==> src/rtl/pc_next_unit_if.sv <==
// ---------------------------------------------------------------------------
// pc_next_unit_if
//   Bundles the next-PC request/response signals between the control path
//   (branch comparator, control unit, trap logic) and the PC unit.
//
//   master : control side. It drives stall and the redirect requests, and it
//            observes the PC and the status flags.
//   slave  : PC unit side.
//
//   Signals
//     stall          hold PC this cycle
//     branch_taken   conditional branch resolved taken, to branch_target
//     jump           direct jump (J/JAL), to jump_target
//     jr             register jump (JR/JALR), to jr_target
//     exception      trap request
//     pc             current PC (registered)
//     pc_plus_inc    pc + INC (combinational, wraps)
//     redirect       PC was loaded with a non-sequential value last edge
//     pending        a redirect captured under stall is waiting
//     misalign_err   one-cycle pulse when a misaligned target was trapped
// ---------------------------------------------------------------------------
interface pc_next_unit_if #(
  parameter int WIDTH = 32
);
  logic             stall;
  logic             branch_taken;
  logic [WIDTH-1:0] branch_target;
  logic             jump;
  logic [WIDTH-1:0] jump_target;
  logic             jr;
  logic [WIDTH-1:0] jr_target;
  logic             exception;
  logic [WIDTH-1:0] pc;
  logic [WIDTH-1:0] pc_plus_inc;
  logic             redirect;
  logic             pending;
  logic             misalign_err;

  modport master (
    output stall, branch_taken, branch_target, jump, jump_target,
           jr, jr_target, exception,
    input  pc, pc_plus_inc, redirect, pending, misalign_err
  );

  modport slave (
    input  stall, branch_taken, branch_target, jump, jump_target,
           jr, jr_target, exception,
    output pc, pc_plus_inc, redirect, pending, misalign_err
  );
endinterface

==> src/rtl/pc_next_unit.sv <==
// ---------------------------------------------------------------------------
// pc_next_unit
//   This is the registered program counter for the single-issue CPU. Each
//   cycle it picks the next PC by fixed priority:
//     exception > jr > jump > branch_taken > sequential (pc + INC)
//   A jr/jump/branch target with a nonzero bits[1:0] field is trapped. The PC
//   goes to EXC_VEC and misalign_err pulses.
//   When stall is high, the PC holds. A redirect that arrives while stalled is
//   kept in a one-entry buffer. The unit then sits in HELD until the first
//   unstalled edge applies it. While HELD, only an exception or a misalign
//   trap can replace the buffered target.
//
//   Ports
//     clk   rising-edge clock
//     rst   synchronous active-high reset; it overrides stall, requests and
//           any buffered redirect
//     bus   pc_next_unit_if.slave (requests in, pc and status flags out)
// ---------------------------------------------------------------------------
module pc_next_unit #(
  parameter int                 WIDTH     = 32,
  parameter logic [WIDTH-1:0]   RESET_VEC = 32'h0000_0000,
  parameter logic [WIDTH-1:0]   EXC_VEC   = 32'h8000_0180,
  parameter int                 INC       = 4
) (
  input  logic          clk,
  input  logic          rst,
  pc_next_unit_if.slave bus
);

  localparam logic [WIDTH-1:0] INC_W = WIDTH'(INC);

  typedef enum logic {
    RUN  = 1'b0,   // no buffered redirect
    HELD = 1'b1    // a redirect captured under stall is waiting
  } state_t;

  state_t           state_q;
  logic [WIDTH-1:0] pc_q;
  logic             redirect_q;
  logic             misalign_q;
  logic [WIDTH-1:0] buf_target_q;
  logic             buf_misalign_q;

  // Request resolution
  logic             nonseq_req;
  logic             any_req;
  logic [WIDTH-1:0] cand_target;
  logic             misalign;
  logic [WIDTH-1:0] resolved_target;
  logic [WIDTH-1:0] pc_plus_inc;

  // NOTE: assign every always_comb output a default value first. If some path
  // leaves an output unassigned, synthesis infers a latch.
  always_comb begin
    cand_target = '0;
    nonseq_req  = bus.jr | bus.jump | bus.branch_taken;
    any_req     = bus.exception | nonseq_req;

    if (bus.jr)                cand_target = bus.jr_target;
    else if (bus.jump)         cand_target = bus.jump_target;
    else if (bus.branch_taken) cand_target = bus.branch_target;

    // An exception outranks every target, so it can never be a misalign.
    misalign = !bus.exception && nonseq_req && (cand_target[1:0] != 2'b00);

    resolved_target = (bus.exception || misalign) ? EXC_VEC : cand_target;
  end

  // This wraps modulo 2^WIDTH by construction.
  assign pc_plus_inc = pc_q + INC_W;

  // NOTE: use non-blocking assignments for all state in always_ff. Then every
  // register samples the pre-edge values, whatever the statement order.
  always_ff @(posedge clk) begin
    if (rst) begin
      state_q        <= RUN;
      pc_q           <= RESET_VEC;
      redirect_q     <= 1'b0;
      misalign_q     <= 1'b0;
      buf_target_q   <= '0;
      buf_misalign_q <= 1'b0;
    end else begin
      // redirect and misalign_err are single-cycle pulses by default.
      redirect_q <= 1'b0;
      misalign_q <= 1'b0;

      case (state_q)
        RUN: begin
          if (!bus.stall) begin
            pc_q       <= any_req ? resolved_target : pc_plus_inc;
            redirect_q <= any_req;
            misalign_q <= misalign;
          end else if (any_req) begin
            buf_target_q   <= resolved_target;
            buf_misalign_q <= misalign;
            state_q        <= HELD;
          end
        end

        HELD: begin
          if (bus.stall) begin
            // The first captured redirect wins unless a trap arrives.
            if (bus.exception || misalign) begin
              buf_target_q   <= EXC_VEC;
              buf_misalign_q <= misalign;
            end
          end else begin
            // A live exception beats the buffer. New jr/jump/branch inputs
            // in this cycle are dropped.
            pc_q       <= bus.exception ? EXC_VEC : buf_target_q;
            redirect_q <= 1'b1;
            misalign_q <= buf_misalign_q;
            state_q    <= RUN;
          end
        end

        default: state_q <= RUN;
      endcase
    end
  end

  assign bus.pc           = pc_q;
  assign bus.pc_plus_inc  = pc_plus_inc;
  assign bus.redirect     = redirect_q;
  assign bus.pending      = (state_q == HELD);
  assign bus.misalign_err = misalign_q;

endmodule
==> src/flat_wrapper.sv <==
// flat-port wrapper written by rule: the top's interface ports become plain ports
module pc_next_unit_flat 
#(
  parameter int                 WIDTH     = 32,
  parameter logic [WIDTH-1:0]   RESET_VEC = 32'h0000_0000,
  parameter logic [WIDTH-1:0]   EXC_VEC   = 32'h8000_0180,
  parameter int                 INC       = 4
)
  (clk, rst, bus_stall, bus_branch_taken, bus_branch_target, bus_jump, bus_jump_target, bus_jr, bus_jr_target, bus_exception, bus_pc, bus_pc_plus_inc, bus_redirect, bus_pending, bus_misalign_err);
  pc_next_unit_if #(.WIDTH(WIDTH)) bus_i ();
  input  logic clk;
  input  logic rst;
  input wire logic [$bits(bus_i.stall)-1:0] bus_stall;
  input wire logic [$bits(bus_i.branch_taken)-1:0] bus_branch_taken;
  input wire logic [$bits(bus_i.branch_target)-1:0] bus_branch_target;
  input wire logic [$bits(bus_i.jump)-1:0] bus_jump;
  input wire logic [$bits(bus_i.jump_target)-1:0] bus_jump_target;
  input wire logic [$bits(bus_i.jr)-1:0] bus_jr;
  input wire logic [$bits(bus_i.jr_target)-1:0] bus_jr_target;
  input wire logic [$bits(bus_i.exception)-1:0] bus_exception;
  output wire logic [$bits(bus_i.pc)-1:0] bus_pc;
  output wire logic [$bits(bus_i.pc_plus_inc)-1:0] bus_pc_plus_inc;
  output wire logic [$bits(bus_i.redirect)-1:0] bus_redirect;
  output wire logic [$bits(bus_i.pending)-1:0] bus_pending;
  output wire logic [$bits(bus_i.misalign_err)-1:0] bus_misalign_err;
  assign bus_i.stall = bus_stall;
  assign bus_i.branch_taken = bus_branch_taken;
  assign bus_i.branch_target = bus_branch_target;
  assign bus_i.jump = bus_jump;
  assign bus_i.jump_target = bus_jump_target;
  assign bus_i.jr = bus_jr;
  assign bus_i.jr_target = bus_jr_target;
  assign bus_i.exception = bus_exception;
  assign bus_pc = bus_i.pc;
  assign bus_pc_plus_inc = bus_i.pc_plus_inc;
  assign bus_redirect = bus_i.redirect;
  assign bus_pending = bus_i.pending;
  assign bus_misalign_err = bus_i.misalign_err;
  pc_next_unit #(.WIDTH(WIDTH), .RESET_VEC(RESET_VEC), .EXC_VEC(EXC_VEC), .INC(INC)) u_core (.clk(clk), .rst(rst), .bus(bus_i));
endmodule
==> config.mk <==
export PLATFORM = sky130hd
export DESIGN_NAME = pc_next_unit_flat
export DESIGN_NICKNAME = d
export VERILOG_FILES = /design/src/rtl/pc_next_unit_if.sv /design/src/rtl/pc_next_unit.sv /design/src/flat_wrapper.sv
export SDC_FILE = /design/constraint.sdc
export NUM_CORES = 1
export LEC_CHECK = 0
export CAP_MARGIN = 5
export CORE_MARGIN = 2
export CORE_UTILIZATION = 44
export DETAILED_ROUTE_END_ITERATION = 10
export PLACE_DENSITY = 0.81
export SLEW_MARGIN = 30
export SYNTH_ARGS = -nofsm -noshare
export SYNTH_HDL_FRONTEND = slang
export SYNTH_SLANG_ARGS = --single-unit
==> constraint.sdc <==
create_clock -name clk -period 2.7 [get_ports clk]
set_input_delay 0.27 -clock clk [delete_from_list [all_inputs] [get_ports clk]]
set_output_delay 0.27 -clock clk [all_outputs]
set_load 0.02 [all_outputs]
* Word level (Yosys, flattened, before mapping)
Cells that the tools add are included.
** Storage, ports and cells
- Word-level logic and storage cells :: 53
- Register bits :: 68
- Output and inout port bits :: 67
- Input bits :: 103
** Operators by class
- Reductions and logical operators :: 7
- Add/sub/neg operators :: 1
- Bitwise operators :: 4
- Eq/ne operators :: 6
- Mux-type cells :: 29
** Operators with widths (number)
- $mux W32 :: 12
- $pmux W32 S2 :: 2
- $add A32 B3 Y32 const B :: 1
- $mux W1 :: 11
- $ne A2 B2 Y1 const B :: 5
- $pmux W1 S2 :: 4
- $reduce_and A4 Y1 :: 1
- $or A1 B1 Y1 :: 3
- $logic_and A1 B1 Y1 :: 2
- $ne A2 B1 Y1 const B :: 1
- $reduce_and A2 Y1 :: 1
- $reduce_bool A2 Y1 :: 1
- $logic_not A1 Y1 :: 1
- $logic_or A1 B1 Y1 :: 1
- $not A1 Y1 :: 1

* Logic depth before layout (Yosys ltp)
Gate-level depths: netlist (run 1).
- Depth in word-level cells :: 10
- Depth in mapped cells :: 8

* Worst setup path after synthesis (run 1)
OpenSTA, ideal clock, no wires.
- Path kind :: register to register
- From :: register u_core.pc_q[5] (netlist: u_core.bus.pc[5])
- To :: register u_core.pc_q[25] (netlist: u_core.bus.pc[25])
- Buffers on the path :: 1
- Arrival time :: 2222 ps
- Setup time :: 61 ps
- Data required time :: 2639 ps
- Slack :: 417 ps
- Cell stages (with the launch flop) :: 7
- Cell sequence :: dfxtp_1 > nand4_1 > buf_2 > nor4_1 > nand4_1 > xnor2_1 > a221o_1
** On the way
- Longest elaborated chain between the ends :: 4
** Ends and longest elaborated chain
- from (decl) :: RTL line pc_next_unit.sv:38 : logic [WIDTH-1:0] pc_q;
- from (signal assigned) :: RTL line pc_next_unit.sv:90 : pc_q <= any_req ? resolved_target : pc_plus_inc;
- from (signal assigned) :: RTL line pc_next_unit.sv:110 : pc_q <= bus.exception ? EXC_VEC : buf_target_q;
- $add A32 B3 Y32 :: RTL line pc_next_unit.sv:70 : assign pc_plus_inc = pc_q + INC_W;
- named net bus_pc_plus_inc[25] :: RTL line flat_wrapper.sv:22 : output wire logic [$bits(bus_i.pc_plus_inc)-1:0] bus_pc_plus_inc;
- $mux W32 :: RTL line pc_next_unit.sv:90
- $mux W32 :: RTL line pc_next_unit.sv:89 : if (!bus.stall) begin
- $pmux W32 S2 :: RTL line pc_next_unit.sv:87 : case (state_q)
The timed path passes the listed nets, and every way through them passes these cells. The select of a mux whose other input is x is not followed.
A chain may end at the register's enable or synchronous reset.

* Worst setup path after layout (run 1)
- From :: register u_core.pc_q[12] (netlist: u_core.bus.pc[12])
- To :: output port bus_pc_plus_inc[28]
** On the way
- Longest elaborated chain between the ends :: 1
** Ends and longest elaborated chain (RTL line)
- $add A32 B3 Y32 :: pc_next_unit.sv:70
- to (decl) :: flat_wrapper.sv:22
No other way between the ends.

==> summary.txt, run 1 <==
Global-route wire length before repair: 24.66 mm
Avg Inst Size Synth: 7.806 um^2
Slew HR: 47.54%
Max layer used: met4
Most used DFF post-synth: dfxtp_1
Post-CTS Hold Buffers: 0
Post-synthesis async set-or-reset flop share: 0%
Mapped Area: 0.004223 mm^2
Die Area: 0.01040 mm^2
Number of enable flip-flop cells after synthesis: 0
Max VDD drop: 0.2771 mV
# IOs: 170
Synth warn: 0
Min-Delay Startpoint: rst
Sequential share of the synthesized area: 32.24%
CTS clock-pin slew for the worst setup and hold paths: 80 ps
Reg2reg end: u_core.bus.pc[11]$_SDFFE_PP0P_
TNS Setup: -48.63 ps
# port buffers: 169
Period utilization: 101.8%
Layout cell share with drive strength beyond 1: 16.35%
Starting Density: 45.49%
F_max: 363.8 MHz
Worst Path Buf+Inv: 1
Final Hold Vio Count: 0
Final Wtd Congestion: 0.9163
Fill count: 789
Worst path max stage delay: 600 ps
Mapped Nets: 645
Wire per inst: 19.01 um
Worst Max-Slew Pin Slew: 785.9 ps
Largest area contributor in the netlist: dfxtp_1
Tmin final: 2749 ps
Clk sinks: 68
FF+latch count, synth: 68
Final WS setup: -48.63 ps
Hold EP: u_core.buf_target_q[23]$_SDFFE_PP0P_
Number of global-route vias before repair: 4993
RSZ-0062 raised after global routing: yes
Congestion Overflow GR: 0
Crit path required time: 2430 ps
R2R depth: 6
Nets: 833
Yosys top cell area share: 32.24%
Worst skew pair latency: 360 ps
Die extent in x: 102.0 um
Critical path, cell by cell: nand4_4 -> or4_4 -> o31a_1 -> or2_2 -> dlygate4sd2_1
WS Path Type: reg -> out
Clock buffer depth: 2
Max-slew violations: 0
Status: finished, violations left
Pwr Density: 398.9 mW/mm^2
FP Rows: 35
Synth-to-layout area growth: 54.70%
Vias/cell: 5.955
R2r setup slk: 570 ps
Hold depth: 2
Core area: 0.009284 mm^2
Startpoint Class: flop
Arrival time of the worst setup path: 2480 ps
Final Cell Area: 0.006533 mm^2
Worst Hold Class: in -> reg
Met2 wire len: 7.990 mm
Tot GR Track Use: 30.46%
Area post-placement: 0.006296 mm^2
Ranking of synthesized cells by area: dfxtp_1, a22oi_1, o21ai_0
Count leader, synth: dfxtp_1
Post-synth top cells: dfxtp_1, nand2_1, o21ai_0, a22oi_1, nor2_1
Synth Instances: 541
Pleak: 0.002554 uW
Vias: 5139
Iteration-0 DRC count of the detailed router: 309
Slowest-stage cell, CP: or4_4
R2r startpoint: u_core.bus.pending$_SDFF_PP0_
Final ANT Viol Nets: 0
Met3 wire len: 1.301 mm
H-tree depth: 3
Final setup vio count: 1
Largest net degree at the start of global routing: 63
Largest delay share family, worst path: simple AND/OR/NAND/NOR gates
Antenna cells: 0
Worst Setup End Kind: output port
Initial antenna violation count: 0
Clk root buf: clkbuf_8
Final wirelength: 16.41 mm
Netlist cell types: 62
Clock skew: 13.47 ps
Die H: 102.0 um
Total CTS buffers: 9
M1 WL: 6.658 mm
Crit path max fanout: 8
Failing checks: negative setup slack
Max cap viols: 0
DRC viols: 0
HPWL Detailed: 11.87 mm
Drt first pass iters: 5
CTS tree: yes
flip-flops by register name, summed over array words and instances, names as in the netlist:
register and flops:
u_core.bus.misalign_err 1, u_core.bus.pending 1, u_core.buf_target_q 32, u_core.bus.redirect 1, u_core.buf_misalign_q 1, u_core.bus.pc 32
power breakdown:
group | leakage (uW) | internal (uW) | total [uW] | switching, uW
registers | 0.000555 | 1030 | 1050 | 23.9
logic | 0.00189 | 285 | 581 | 295
clock network | 0.000110 | 525 | 972 | 447
total | 0.00255 | 1840 | 2610 | 767
how the worst max path moves through the flow:
stage | from | to | slack, ps | depth (start not counted)
floorplan | u_core.bus.pc[5]$_SDFFE_PP0P_ | u_core.bus.pc[25]$_SDFFE_PP0P_ | 420 | 6
global placement | bus_jump | u_core.bus.pc[3]$_SDFFE_PP0P_ | 20 | 7
detailed placement | bus_jump | u_core.bus.pc[3]$_SDFFE_PP0P_ | -250 | 7
CTS | u_core.bus.pc[5]$_SDFFE_PP0P_ | bus_pc_plus_inc[28] | -100 | 5
global route | u_core.bus.pc[11]$_SDFFE_PP0P_ | bus_pc_plus_inc[28] | -120 | 5
finish | u_core.bus.pc[12]$_SDFFE_PP0P_ | bus_pc_plus_inc[28] | -50 | 5
through the flow:
stage               std cells  hold WS (ps)  worst slack, ps  utilization [%]  power (uW)
floorplan                 541         427.5            417.0                -        1331
detailed placement        843         444.6           -250.1            67.82        1650
CTS                       861         368.5           -105.0            70.12        2586
finish                    863         377.9           -48.63            70.36        2606
global placement          843         437.7            15.95            67.67        1638
global route              863         397.8           -118.0            70.36        2685
layout by cell type, fill, tap and decap left out, types with 3 or more instances in the layout:
cell type,instances
a211o_1,3
a211oi_1,6
a21oi_1,22
a221o_1,5
a221oi_1,15
a222oi_1,5
a22o_1,4
a22oi_1,43
a31o_2,10
and3_1,17
buf_2,3
buf_4,57
clkbuf_2,3
clkbuf_8,9
clkdlybuf4s50_1,143
dfxtp_1,61
dfxtp_2,7
dlygate4sd2_1,17
inv_1,16
nand2_1,61
nand3_1,24
nand4_1,5
nor2_1,28
nor3_1,12
nor3_2,3
nor3b_1,3
nor4_1,8
o21ai_0,46
o22ai_1,4
o31a_1,3
o31ai_1,3
or2_2,5
or3_1,4
or4_4,3
xnor2_1,16
xor2_1,8
per-layer routing:
layer	vias up	global-route usage (%)
met5	-	0
met4	0	16.10
met3	36	4.172
met2	267	51.92
met1	2414	37.35
li1	2422	-
timing repair:
item | in CTS | in global routing
pin swaps | 1 | 4
buffers inserted | 2 | 2
resized for setup | 23 | 17
endpoints found under the setup margin | 20 | 15
worst reg2reg max path, stage by stage (launching register included):
cell and delay, ps:
dfxtp_1 840, inv_1 220, nor3_2 190, buf_4 350, a22o_1 210, a221oi_1 60
nor3_1 200
cell families after synthesis:
logic type	share of synthesized area, %
buf+inv	6.370
fa+ha+maj	0.2962
mux	0.2370
xor+xnor	4.978
compound gates	32.47
flops	32.24
simple gates	23.41
final cells by class:
| class | instances | area (um^2) | share of cell area [%] |
|---|---|---|---|
| inverter | 16 | 60.06 | 0.9194 |
| multi-input combinational | 408 | 2635 | 40.34 |
| sequential | 68 | 1370 | 20.97 |
| tap | 129 | 161.4 | 2.471 |
| clock buffer | 9 | 123.9 | 1.896 |
| timing repair buffer | 226 | 2083 | 31.89 |
| clock inverter | 7 | 98.84 | 1.513 |
Power figures use the tool's default switching activity.
==> inputs of run 2 (changes only) <==
==> constraint.sdc (replaced) <==
create_clock -name clk -period 2.7 [get_ports clk]
set_input_delay 0.54 -clock clk [delete_from_list [all_inputs] [get_ports clk]]
set_output_delay 0.54 -clock clk [all_outputs]
set_load 0.02 [all_outputs]
==> summary.txt, run 2 (synthesis gave the netlist of run 1 again) <==
Status: finished, violations left
Failing checks: negative setup slack
Most frequent cells in the layout: clkdlybuf4s50_1, buf_4, nand2_1
Pleak: 0.002836 uW
Wire per inst: 19.19 um
Final Hold Vio Count: 0
Worst Setup End Kind: output port
Clock skew: 13.14 ps
Die extent in x: 102.0 um
Reg2reg end: u_core.bus.pc[26]$_SDFFE_PP0P_
HPWL Detailed: 12.31 mm
Final WS setup: -119.6 ps
Congestion Overflow GR: 0
Die Area: 0.01040 mm^2
Slowest-stage cell, CP: or4_4
FP Rows: 35
Antenna cells: 0
Global-route wire length before repair: 26.39 mm
Worst Hold Class: reg -> reg
Hold EP: u_core.buf_target_q[18]$_SDFFE_PP0P_
Layout cell share with drive strength beyond 1: 25.52%
Crit path max fanout: 4
Synth-to-layout area growth: 64.92%
Max-slew violations: 0
Final ANT Viol Nets: 0
Max cap viols: 0
Number of global-route vias before repair: 5494
Iteration-0 DRC count of the detailed router: 435
Final setup vio count: 4
Die H: 102.0 um
Hold depth: 2
Total CTS buffers: 9
Period utilization: 104.4%
R2r startpoint: u_core.bus.pending$_SDFF_PP0_
Worst Path Buf+Inv: 2
Clk root buf: clkbuf_8
Post-layout util: 75.01%
Clock buffer depth: 2
Crit path required time: 2160 ps
Largest delay share family, worst path: simple AND/OR/NAND/NOR gates
Pwr Density: 363.6 mW/mm^2
H-tree depth: 3
Tot GR Track Use: 32.18%
Initial antenna violation count: 0
Final wirelength: 17.29 mm
Place WS: -195.6 ps
# IOs: 170
Nets: 871
Vias/cell: 6.067
Fill count: 705
Final Wtd Congestion: 0.9366
Vias: 5466
Largest net degree at the start of global routing: 62
RSZ-0062 raised after global routing: yes
R2r setup slk: 490 ps
Commonest non-fill, non-tap cell in the layout: clkdlybuf4s50_1
Critical path, cell by cell: nand4_1 -> buf_4 -> or4_4 -> o31a_1 -> or2_4 -> buf_6
Slew HR: 48.37%
Clk sinks: 68
Max VDD drop: 0.2281 mV
R2R depth: 5
CTS clock-pin slew for the worst setup and hold paths: 80 ps
CTS tree: yes
Core area: 0.009284 mm^2
Min-Delay Startpoint: u_core.buf_target_q[18]$_SDFFE_PP0P_
DRC viols: 0
F_max: 354.7 MHz
WS Path Type: reg -> out
Worst skew pair latency: 350 ps
Worst Max-Slew Pin Slew: 772.0 ps
# port buffers: 169
Arrival time of the worst setup path: 2280 ps
Worst path max stage delay: 470 ps
PnR Total Power: 2532 uW
Drt first pass iters: 5
Worst hold margin: 461.2 ps
Tmin final: 2820 ps
Starting Density: 45.49%
Startpoint Class: flop
run 2: changes by cell type in the layout (fill, tap and decap cells not counted), moves of 3 or more:
| cell | delta |
|---|---|
| xnor2_2 | +9 |
| buf_6 | +7 |
| nor4_2 | +3 |
| buf_4 | +36 |
| dfxtp_2 | +4 |
| nor4_1 | -5 |
| buf_2 | +9 |
| dlygate4sd2_1 | -15 |
| xnor2_1 | -9 |
| dfxtp_1 | -4 |
run 2: cell type report:
type / count / area [um^2] / share of cell area [%]
well taps: 129 / 161.4 / 2.318
clock inverters: 7 / 75.07 / 1.078
multi-input cells: 408 / 2805 / 40.28
repair buffers: 264 / 2364 / 33.94
clock buffers: 9 / 123.9 / 1.779
inverters: 16 / 60.06 / 0.8624
flip-flops and latches: 68 / 1375 / 19.74
run 2: what timing repair did:
action | in CTS | in global routing
pin swaps | 10 | 9
resized for setup | 101 | 42
endpoints found under the setup margin | 23 | 20
setup buffers | 7 | 5
hold buffers | 0 | 0
run 2: worst max-delay path by stage:
| stage | from | end | slack, ps | cells past startpoint |
|---|---|---|---|---|
| floorplan | u_core.bus.pc[5]$_SDFFE_PP0P_ | bus_pc_plus_inc[25] | 170 | 5 |
| global placement | bus_jump | u_core.buf_target_q[6]$_SDFFE_PP0P_ | -110 | 9 |
| detailed placement | bus_jump | u_core.buf_target_q[5]$_SDFFE_PP0P_ | -200 | 9 |
| CTS | u_core.bus.pc[5]$_SDFFE_PP0P_ | bus_pc_plus_inc[29] | -90 | 6 |
| global route | u_core.bus.pc[8]$_SDFFE_PP0P_ | bus_pc_plus_inc[28] | -140 | 6 |
| finish | u_core.bus.pc[8]$_SDFFE_PP0P_ | bus_pc_plus_inc[28] | -120 | 6 |
run 2: worst register-to-register path, cell delays in order (launching register included):
cell and delay, ps:
dfxtp_1 830, nor2b_1 530, a21oi_1 150, o31ai_1 170, a21oi_1 130, a2111oi_2 290
run 2: per-stage QoR:
step	instance area, um^2	std cells	TNS [ps]
final	6964	901	-204.7
after global routing	6964	901	-434.2
after CTS	6839	896	-206.0
after detailed placement	6526	873	-2442
after global placement	6520	873	-1648
after floorplan	4223	541	0
run 2: per-layer routing:
metal	global-route usage [%]	share of wire [%]	wire (um)
met5	0	0	0
met2	56.98	50	8620
met1	38.65	39	6757
met4	14.15	2.7	462
met3	4.720	8.4	1446
run 2: where the power goes:
part | total [uW] | internal (uW) | leakage [uW] | switching [uW]
clock | 858 | 429 | 0.0000918 | 428
sequential | 1050 | 1030 | 0.000556 | 21.8
combinational | 623 | 312 | 0.00219 | 311
total | 2530 | 1770 | 0.00284 | 761
==> inputs of run 3 (changes only) <==
--- a/config.mk
+++ b/config.mk
@@ -8,7 +8,9 @@
 export CAP_MARGIN = 5
 export CORE_MARGIN = 2
 export CORE_UTILIZATION = 44
+export CTS_CLUSTER_DIAMETER = 50
 export DETAILED_ROUTE_END_ITERATION = 10
+export MAX_ROUTING_LAYER = met4
 export PLACE_DENSITY = 0.81
 export SLEW_MARGIN = 30
 export SYNTH_ARGS = -nofsm -noshare
==> summary.txt, run 3 (synthesis gave the netlist of run 1 again) <==
Status: finished, violations left
Failing checks: negative setup slack
Final Cell Area: 0.006942 mm^2
DRC viols: 0
Startpoint Class: flop
R2R depth: 5
Number of global-route vias before repair: 5565
Worst path max stage delay: 590 ps
Worst Max-Slew Pin Slew: 999.1 ps
Final ANT Viol Nets: 0
Antenna cells: 0
Worst Path Buf+Inv: 2
Critical path, cell by cell: nand4_1 -> or4_4 -> buf_6 -> nor4_4 -> xor2_1 -> buf_4
Period utilization: 101.1%
Global-route wire length before repair: 26.93 mm
Area post-placement: 0.006519 mm^2
Max VDD drop: 0.2752 mV
Starting Density: 45.49%
Max-slew violations: 0
Pleak: 0.002787 uW
Max cap viols: 0
F_max: 366.4 MHz
Wire per inst: 19.56 um
Pwr Density: 386.8 mW/mm^2
Synth-to-layout area growth: 64.39%
Final setup vio count: 1
Largest net degree at the start of global routing: 62
Tot GR Track Use: 33.86%
Congestion Overflow GR: 0
Nets: 866
Worst Setup End Kind: output port
Arrival time of the worst setup path: 2190 ps
Clock skew: 12.80 ps
Slowest-stage cell, CP: or4_4
Vias/cell: 6.180
CTS tree: yes
Post-CTS Hold Buffers: 0
WS Path Type: reg -> out
Worst skew pair latency: 350 ps
Iteration-0 DRC count of the detailed router: 408
# IOs: 170
FP Rows: 35
Clock buffer depth: 2
Final wirelength: 17.53 mm
Core area: 0.009284 mm^2
Worst Hold Class: reg -> reg
Die H: 102.0 um
Drt first pass iters: 5
Commonest non-fill, non-tap cell in the layout: clkdlybuf4s50_1
H-tree depth: 3
RSZ-0062 raised after global routing: yes
Tmin final: 2730 ps
Initial antenna violation count: 0
Worst hold margin: 460.1 ps
Fill count: 713
Place WS: -202.8 ps
CTS clock-pin slew for the worst setup and hold paths: 80 ps
Most frequent cells in the layout: clkdlybuf4s50_1, buf_4, nand2_1
Final WS setup: -29.57 ps
Final Wtd Congestion: 0.9549
Clk sinks: 68
Total CTS buffers: 9
HPWL Detailed: 12.68 mm
PnR Total Power: 2685 uW
Clk root buf: clkbuf_8
Crit path required time: 2160 ps
Crit path max fanout: 3
# port buffers: 169
Die Area: 0.01040 mm^2
Hold depth: 2
Layout cell share with drive strength beyond 1: 24.90%
WP depth: 6
Final Hold Vio Count: 0
Largest delay share family, worst path: simple AND/OR/NAND/NOR gates
Vias: 5537
Die extent in x: 102.0 um
Slew HR: 32.84%
## run 3: cell count changes in the layout (fill, tap and decap cells not counted), moves of 3 or more
cell,previous run,this run
clkbuf_2,4,8
xnor2_1,7,13
dfxtp_1,57,54
clkinvlp_4,3,0
buf_4,93,89
buf_2,12,7
xnor2_2,9,2
## run 3: worst paths after layout
kind                                                      startpoint  slack, ps                              endpoint
worst max-delay path                   u_core.bus.pc[7]$_SDFFE_PP0P_        -30                   bus_pc_plus_inc[29]
worst min-delay path            u_core.buf_target_q[18]$_SDFFE_PP0P_        460  u_core.buf_target_q[18]$_SDFFE_PP0P_
worst max register to register         u_core.bus.pending$_SDFF_PP0_        470        u_core.bus.pc[26]$_SDFFE_PP0P_
worst min register to register  u_core.buf_target_q[18]$_SDFFE_PP0P_        460  u_core.buf_target_q[18]$_SDFFE_PP0P_
## run 3: through the flow
| stage | util [%] | cells | TNS [ps] |
|---|---|---|---|
| CTS | 73.69 | 892 | -250.0 |
| floorplan | - | 541 | 0 |
| global route | 74.77 | 896 | -258.0 |
| global placement | 70.15 | 872 | -1553 |
| detailed placement | 70.22 | 872 | -2520 |
| finish | 74.77 | 896 | -29.57 |
## run 3: tightest hold or removal path, delay by kind of cell (launching register included)
kind | cells | cell delay, ps
and+or+nand+nor | 1 | 50
AOI/OAI and AO/OA | 1 | 50
DFF | 1 | 320
## run 3: metal layers
metal | share of wire [%] | GRT usage (%) | up-vias
met5 | 0 | - | -
met4 | 4.1 | 17.44 | 0
met3 | 8.6 | 4.993 | 80
met2 | 49 | 55.92 | 355
met1 | 39 | 40.02 | 2618
li1 | - | - | 2484
## run 3: area by class of cell
type                       count  area, um^2  share of cell area, %
tap                          129       161.4                  2.325
clock inverter                 5       82.58                  1.190
inverter                      16       60.06                 0.8652
sequential                    68        1384                  19.94
timing repair buffer         259        2325                  33.49
multi-input combinational    408        2778                  40.01
clock buffer                  11       151.4                  2.181
## run 3: what timing repair did
| item | 4_1_cts | 5_1_grt |
|---|---|---|
| cloned | 0 | 0 |
| buffers inserted | 4 | 4 |
| pin swaps | 10 | 13 |
| setup endpoints to repair | 23 | 18 |
| endpoints found under the hold margin | 0 | 0 |
| resized for setup | 102 | 41 |
## run 3: report_power, final
| part | leakage, uW | switching [uW] | internal (uW) |
|---|---|---|---|
| Sequential | 0.000559 | 23.5 | 1030 |
| Combinational | 0.00211 | 311 | 309 |
| Clock | 0.000120 | 438 | 575 |
| Total | 0.00279 | 773 | 1910 |
